File: config.mk
export PLATFORM = sky130hd
export DESIGN_NAME = mchan_resp_demux
export DESIGN_NICKNAME = d
export VERILOG_FILES = /design/src/rtl/mchan_resp_demux.sv
export SDC_FILE = /design/constraint.sdc
export NUM_CORES = 1
export LEC_CHECK = 0
export ABC_CLOCK_PERIOD_IN_PS = 8200
export CAP_MARGIN = 30
export CORE_ASPECT_RATIO = 0.5
export CORE_UTILIZATION = 45
export CTS_CLUSTER_DIAMETER = 30
export CTS_CLUSTER_SIZE = 12
export DETAILED_ROUTE_END_ITERATION = 10
export DONT_BUFFER_PORTS = 1
export GPL_ROUTABILITY_DRIVEN = 0
export PLACE_DENSITY_LB_ADDON = 0.3
export SLEW_MARGIN = 20
export SYNTH_ARGS = -nofsm -noshare
export SYNTH_HDL_FRONTEND = slang
export SYNTH_SLANG_ARGS = --single-unit
File: constraint.sdc
create_clock -name clk_i -period 8.2 [get_ports clk_i]
set_input_delay 0 -clock clk_i [delete_from_list [all_inputs] [get_ports clk_i]]
set_output_delay 0 -clock clk_i [all_outputs]
set_load 0.02 [all_outputs]
File: src/rtl/mchan_resp_demux.sv
// rtl/mchan_resp_demux.sv - routes one response stream into per-port elastic FIFOs by id
module mchan_resp_demux #(
  parameter int DATA_WIDTH = 32,
  parameter int ID_WIDTH   = 4,
  parameter int N_PORTS    = 4,
  parameter int FIFO_DEPTH = 2
) (
  input  logic                           clk_i,
  input  logic                           rst_ni,
  input  logic                           req_i,
  output logic                           gnt_o,
  input  logic [DATA_WIDTH-1:0]          data_i,
  input  logic [ID_WIDTH-1:0]            id_i,
  output logic [N_PORTS-1:0]             req_o,
  input  logic [N_PORTS-1:0]             gnt_i,
  output logic [N_PORTS*DATA_WIDTH-1:0]  data_o,
  output logic [N_PORTS*ID_WIDTH-1:0]    id_o
);

  localparam int PW = $clog2(N_PORTS);
  localparam int AW = $clog2(FIFO_DEPTH);
  localparam int CW = AW + 1;

  logic [PW-1:0]         sel;
  logic [N_PORTS-1:0]    push;
  logic [N_PORTS-1:0]    pop;

  logic [CW-1:0]         cnt_q    [N_PORTS];
  logic [CW-1:0]         cnt_d    [N_PORTS];
  logic [AW-1:0]         wr_ptr_q [N_PORTS];
  logic [AW-1:0]         wr_ptr_d [N_PORTS];
  logic [AW-1:0]         rd_ptr_q [N_PORTS];
  logic [AW-1:0]         rd_ptr_d [N_PORTS];
  logic [DATA_WIDTH-1:0] data_mem_q [N_PORTS][FIFO_DEPTH];
  logic [ID_WIDTH-1:0]   id_mem_q   [N_PORTS][FIFO_DEPTH];

  // Only the low id bits steer; a full destination is never granted, even if it pops this cycle.
  assign sel   = id_i[PW-1:0];
  assign gnt_o = req_i & (cnt_q[sel] != CW'(FIFO_DEPTH));

  // Per-port push/pop decode, head presentation and next pointer/count state.
  always_comb begin
    push   = '0;
    pop    = '0;
    req_o  = '0;
    data_o = '0;
    id_o   = '0;
    for (int k = 0; k < N_PORTS; k++) begin
      push[k]  = req_i & gnt_o & (sel == PW'(k));
      req_o[k] = (cnt_q[k] != '0);
      pop[k]   = req_o[k] & gnt_i[k];
      data_o[k*DATA_WIDTH +: DATA_WIDTH] = data_mem_q[k][rd_ptr_q[k]];
      id_o[k*ID_WIDTH +: ID_WIDTH]       = id_mem_q[k][rd_ptr_q[k]];
      wr_ptr_d[k] = push[k] ? wr_ptr_q[k] + AW'(1) : wr_ptr_q[k];
      rd_ptr_d[k] = pop[k]  ? rd_ptr_q[k] + AW'(1) : rd_ptr_q[k];
      cnt_d[k]    = cnt_q[k] + CW'(push[k]) - CW'(pop[k]);
    end
  end

  // FIFO state and storage; reset clears storage so outputs read zero afterwards.
  always_ff @(posedge clk_i) begin
    if (!rst_ni) begin
      for (int k = 0; k < N_PORTS; k++) begin
        cnt_q[k]    <= '0;
        wr_ptr_q[k] <= '0;
        rd_ptr_q[k] <= '0;
        for (int e = 0; e < FIFO_DEPTH; e++) begin
          data_mem_q[k][e] <= '0;
          id_mem_q[k][e]   <= '0;
        end
      end
    end else begin
      for (int k = 0; k < N_PORTS; k++) begin
        cnt_q[k]    <= cnt_d[k];
        wr_ptr_q[k] <= wr_ptr_d[k];
        rd_ptr_q[k] <= rd_ptr_d[k];
        if (push[k]) begin
          data_mem_q[k][wr_ptr_q[k]] <= data_i;
          id_mem_q[k][wr_ptr_q[k]]   <= id_i;
        end
      end
    end
  end

  // Upstream must keep payload and id stable while its response waits for a grant.
  a_req_stable: assert property (@(posedge clk_i) disable iff (!rst_ni)
    (req_i && !gnt_o) |=> ($stable(data_i) && $stable(id_i)));

endmodule
==> run summary <==
Final setup violating endpoints = 0
Total area of multi-input combinational cells = 4610 sq um
Total GRT Usage = 20.5%
I/O pin count = 192
Clk Latency, worst-skew pair = 530 ps
Number of global-route vias before repair = 7897
H-tree depth = 2
Number of buffers added by the clock tree synthesis step = 41
Part of the cycle the worst path needs = 28.9%
Uppermost signal routing layer after detailed routing = met4
Kind of critical path = flop to flop
Relative contribution of sequential cells to total power = 42.6%
Avg WL per Cell = 20.9 um
Number of cell instances on the worst register-to-register path = 5
Clk network pwr share = 41.7%
Final net count = 1081
Smallest hold slack = -5.07 ps
Post-DRT Antenna Nets = 0
Worst VDD drop = 0.000131 V
Comb pwr share = 15.7%
Placed wire-length estimate after detailed placement = 19.8 mm
Setup TNS = 0 ps
Register bit total from synthesis = 304
Avg Synthesized Cell Area = 13.1 sq um
Maxcap violations = 0
Root Driver = sky130_fd_sc_hd__clkbuf_16
Die area = 29400 sq um
Most common cell after layout, fill and taps aside = sky130_fd_sc_hd__edfxtp_1
Cell taking the most area after synthesis = sky130_fd_sc_hd__edfxtp_1
Pin slew with the least headroom to its limit = 801 ps
Die width = 242 um
Hold-fix buffer count after cts = 45
Hold depth = 3
Amount of wire on met3 after detailed routing = 1.49 mm
Number of vias per cell after detailed routing = 5.19
Core Area = 27900 sq um
Drt first pass iters = 4
Post-route cell area = 15100 sq um
Number of design rule violations left after detail routing = 0
Sequential Area = 7950 sq um
Violations in the final reports = negative hold slack
Post-synthesis to final-layout area growth = 16.6%
Switching share of power = 27.4%
Max-slew headroom = 46.6%
Switching component of the power = 0.00115 W
Worst setup EP type = flop
Time the final worst path needs with I/O delays and setup = 2370 ps
Filler instances = 2296
Placed cell area = 13200 sq um
Required time of the worst setup path = 8360 ps
Reported leakage power = 5.80 nW
Longest Clk Path Bufs = 3
Critical Path AT = 2530 ps
Sinks on Clock Net = 304
IO Port Bufs = 0
Cells taking the most area after synthesis = sky130_fd_sc_hd__edfxtp_1 43%, sky130_fd_sc_hd__dfxtp_1 18%, sky130_fd_sc_hd__mux2_2 13%
Standard-cell row count = 43
Post-synthesis cell area = 12900 sq um
Postcts setup bufs = 0
Top library cells by usage in the layout, fill and taps aside = 186 x sky130_fd_sc_hd__edfxtp_1, 174 x sky130_fd_sc_hd__nand2_1, 144 x sky130_fd_sc_hd__mux2_2
Antenna violations before repair = 2
Achievable Freq = 422 MHz
Path class of the lowest-slack min-delay path = input port to flop
Synth Instances = 987
TritonCTS clock tree = yes
Die Height = 122 um
Critical Path Source Type = flop
First-iteration detailed-routing DRC count = 369
Final count of hold timing violations = 2
Post-CTS sizing = 0
Register area share after synthesis = 61.5%
Critical path peak fanout = 41
Initial cell density of the core = 46.2%
Met1 Routed Length = 11.8 mm
Synthesis Warnings = 0
Max-slew violations = 0
Power per standard cell area = 278 nW/um^2
RSZ-0062 raised after global routing = no
Internal Pwr Total = 0.00304 W
Fraction of layout cells with a size suffix above 1 = 22.9%
Clock slew at reported path FFs = 60 ps
WL met2 = 16.4 mm
Share of Yosys cell area claimed by the top area cell type = 43.3%
Sum of overflow across all layers after global routing = 0
First-pass GRT wire length = 46.2 mm
Library cells used by synthesis = 42
Routed via count = 7498
Largest net degree at the start of global routing = 165
Post-Route WL = 30.3 mm
Result of the run = complete, but fails checks
Final design utilization = 53.9%
Clock Skew = 14.9 ps
cell families after synthesis:
group,synth area share [%]
AOI/OAI and AO/OA,2.35
xor gates and xnor gates,0.610
adders and majority gates,0.775
buffers and inverters,3.40
DFF,61.5
muxes,20.5
other,0.0290
and+or+nand+nor,10.8
flip-flops by register name (all words and copies together), names as in the netlist:
signal and count:
id_mem_q 32, data_mem_q 256, cnt_q 8, rd_ptr_q 4, wr_ptr_q 4
layer usage:
metal	up-vias	track usage (%)
met2	130	38.5
met1	3753	22.8
li1	3562	-
met4	0	6.53
met3	53	5.60
met5	-	0
worst paths after layout:
path	end	from	slack, ps
max	data_mem_q[1][39]	cnt_q[3][0]	5830
min	data_mem_q[2][27]	rst_ni	-5
max reg2reg	data_mem_q[1][39]	cnt_q[3][0]	5830
min reg2reg	id_mem_q[2][1]	id_mem_q[2][1]	440
metrics by stage:
stage / total power [W] / setup WS, ps / cells
global placement: 0.00241 / 5930 / 1323
detailed placement: 0.00243 / 5850 / 1323
floorplan: 0.00232 / 4300 / 990
finish: 0.00419 / 5830 / 1446
CTS: 0.00422 / 5810 / 1443
global route: 0.00434 / 5730 / 1446
area by class of cell:
class	count	share of cell area, %
flip-flops and latches	304	52.8
diodes	2	0.0332
clock inverters	16	0.980
inverters	14	0.349
clock buffers	59	8.02
multi-input cells	607	30.6
repair buffers	62	4.04
well taps	382	3.17
cell usage after synthesis (all sizes together):
library cell  instances
nand2b                5
nand4                 1
ha                    8
a21oi                35
o21ai                 4
dfxtp               118
buf                  35
inv                  14
or3                   2
and2                 80
nor4                  2
o21a                  6
nor4b                 1
mux2i               102
nor2b                10
mux2                144
edfxtp              186
o31a                  1
o31ai                 3
and3                  1
and2b                 1
nor2                  2
nor3b                 1
or2                   4
clkbuf               30
xnor2                 9
a21boi                1
nand3                 1
conb                  1
nor3                  2
a211o                 1
a31oi                 1
nand2               175
power by group through the flow:
stage	Clock (W)	Combinational [W]	Sequential [W]
final	0.00175	0.000657	0.00178
after global routing	0.00184	0.000705	0.00180
after CTS	0.00178	0.000645	0.00180
after detailed placement	0	0.000598	0.00183
after global placement	0	0.000587	0.00183
after floorplan	0	0.000527	0.00179
worst max-delay path, cell delays in order, from the launching register on:
cell                      delay [ps]
sky130_fd_sc_hd__dfxtp_1         350
sky130_fd_sc_hd__and2b_1         280
sky130_fd_sc_hd__a211o_1         310
sky130_fd_sc_hd__buf_4           270
sky130_fd_sc_hd__o31ai_4         270
sky130_fd_sc_hd__buf_4           460
Note: power is estimated with default switching activity, not from simulation.
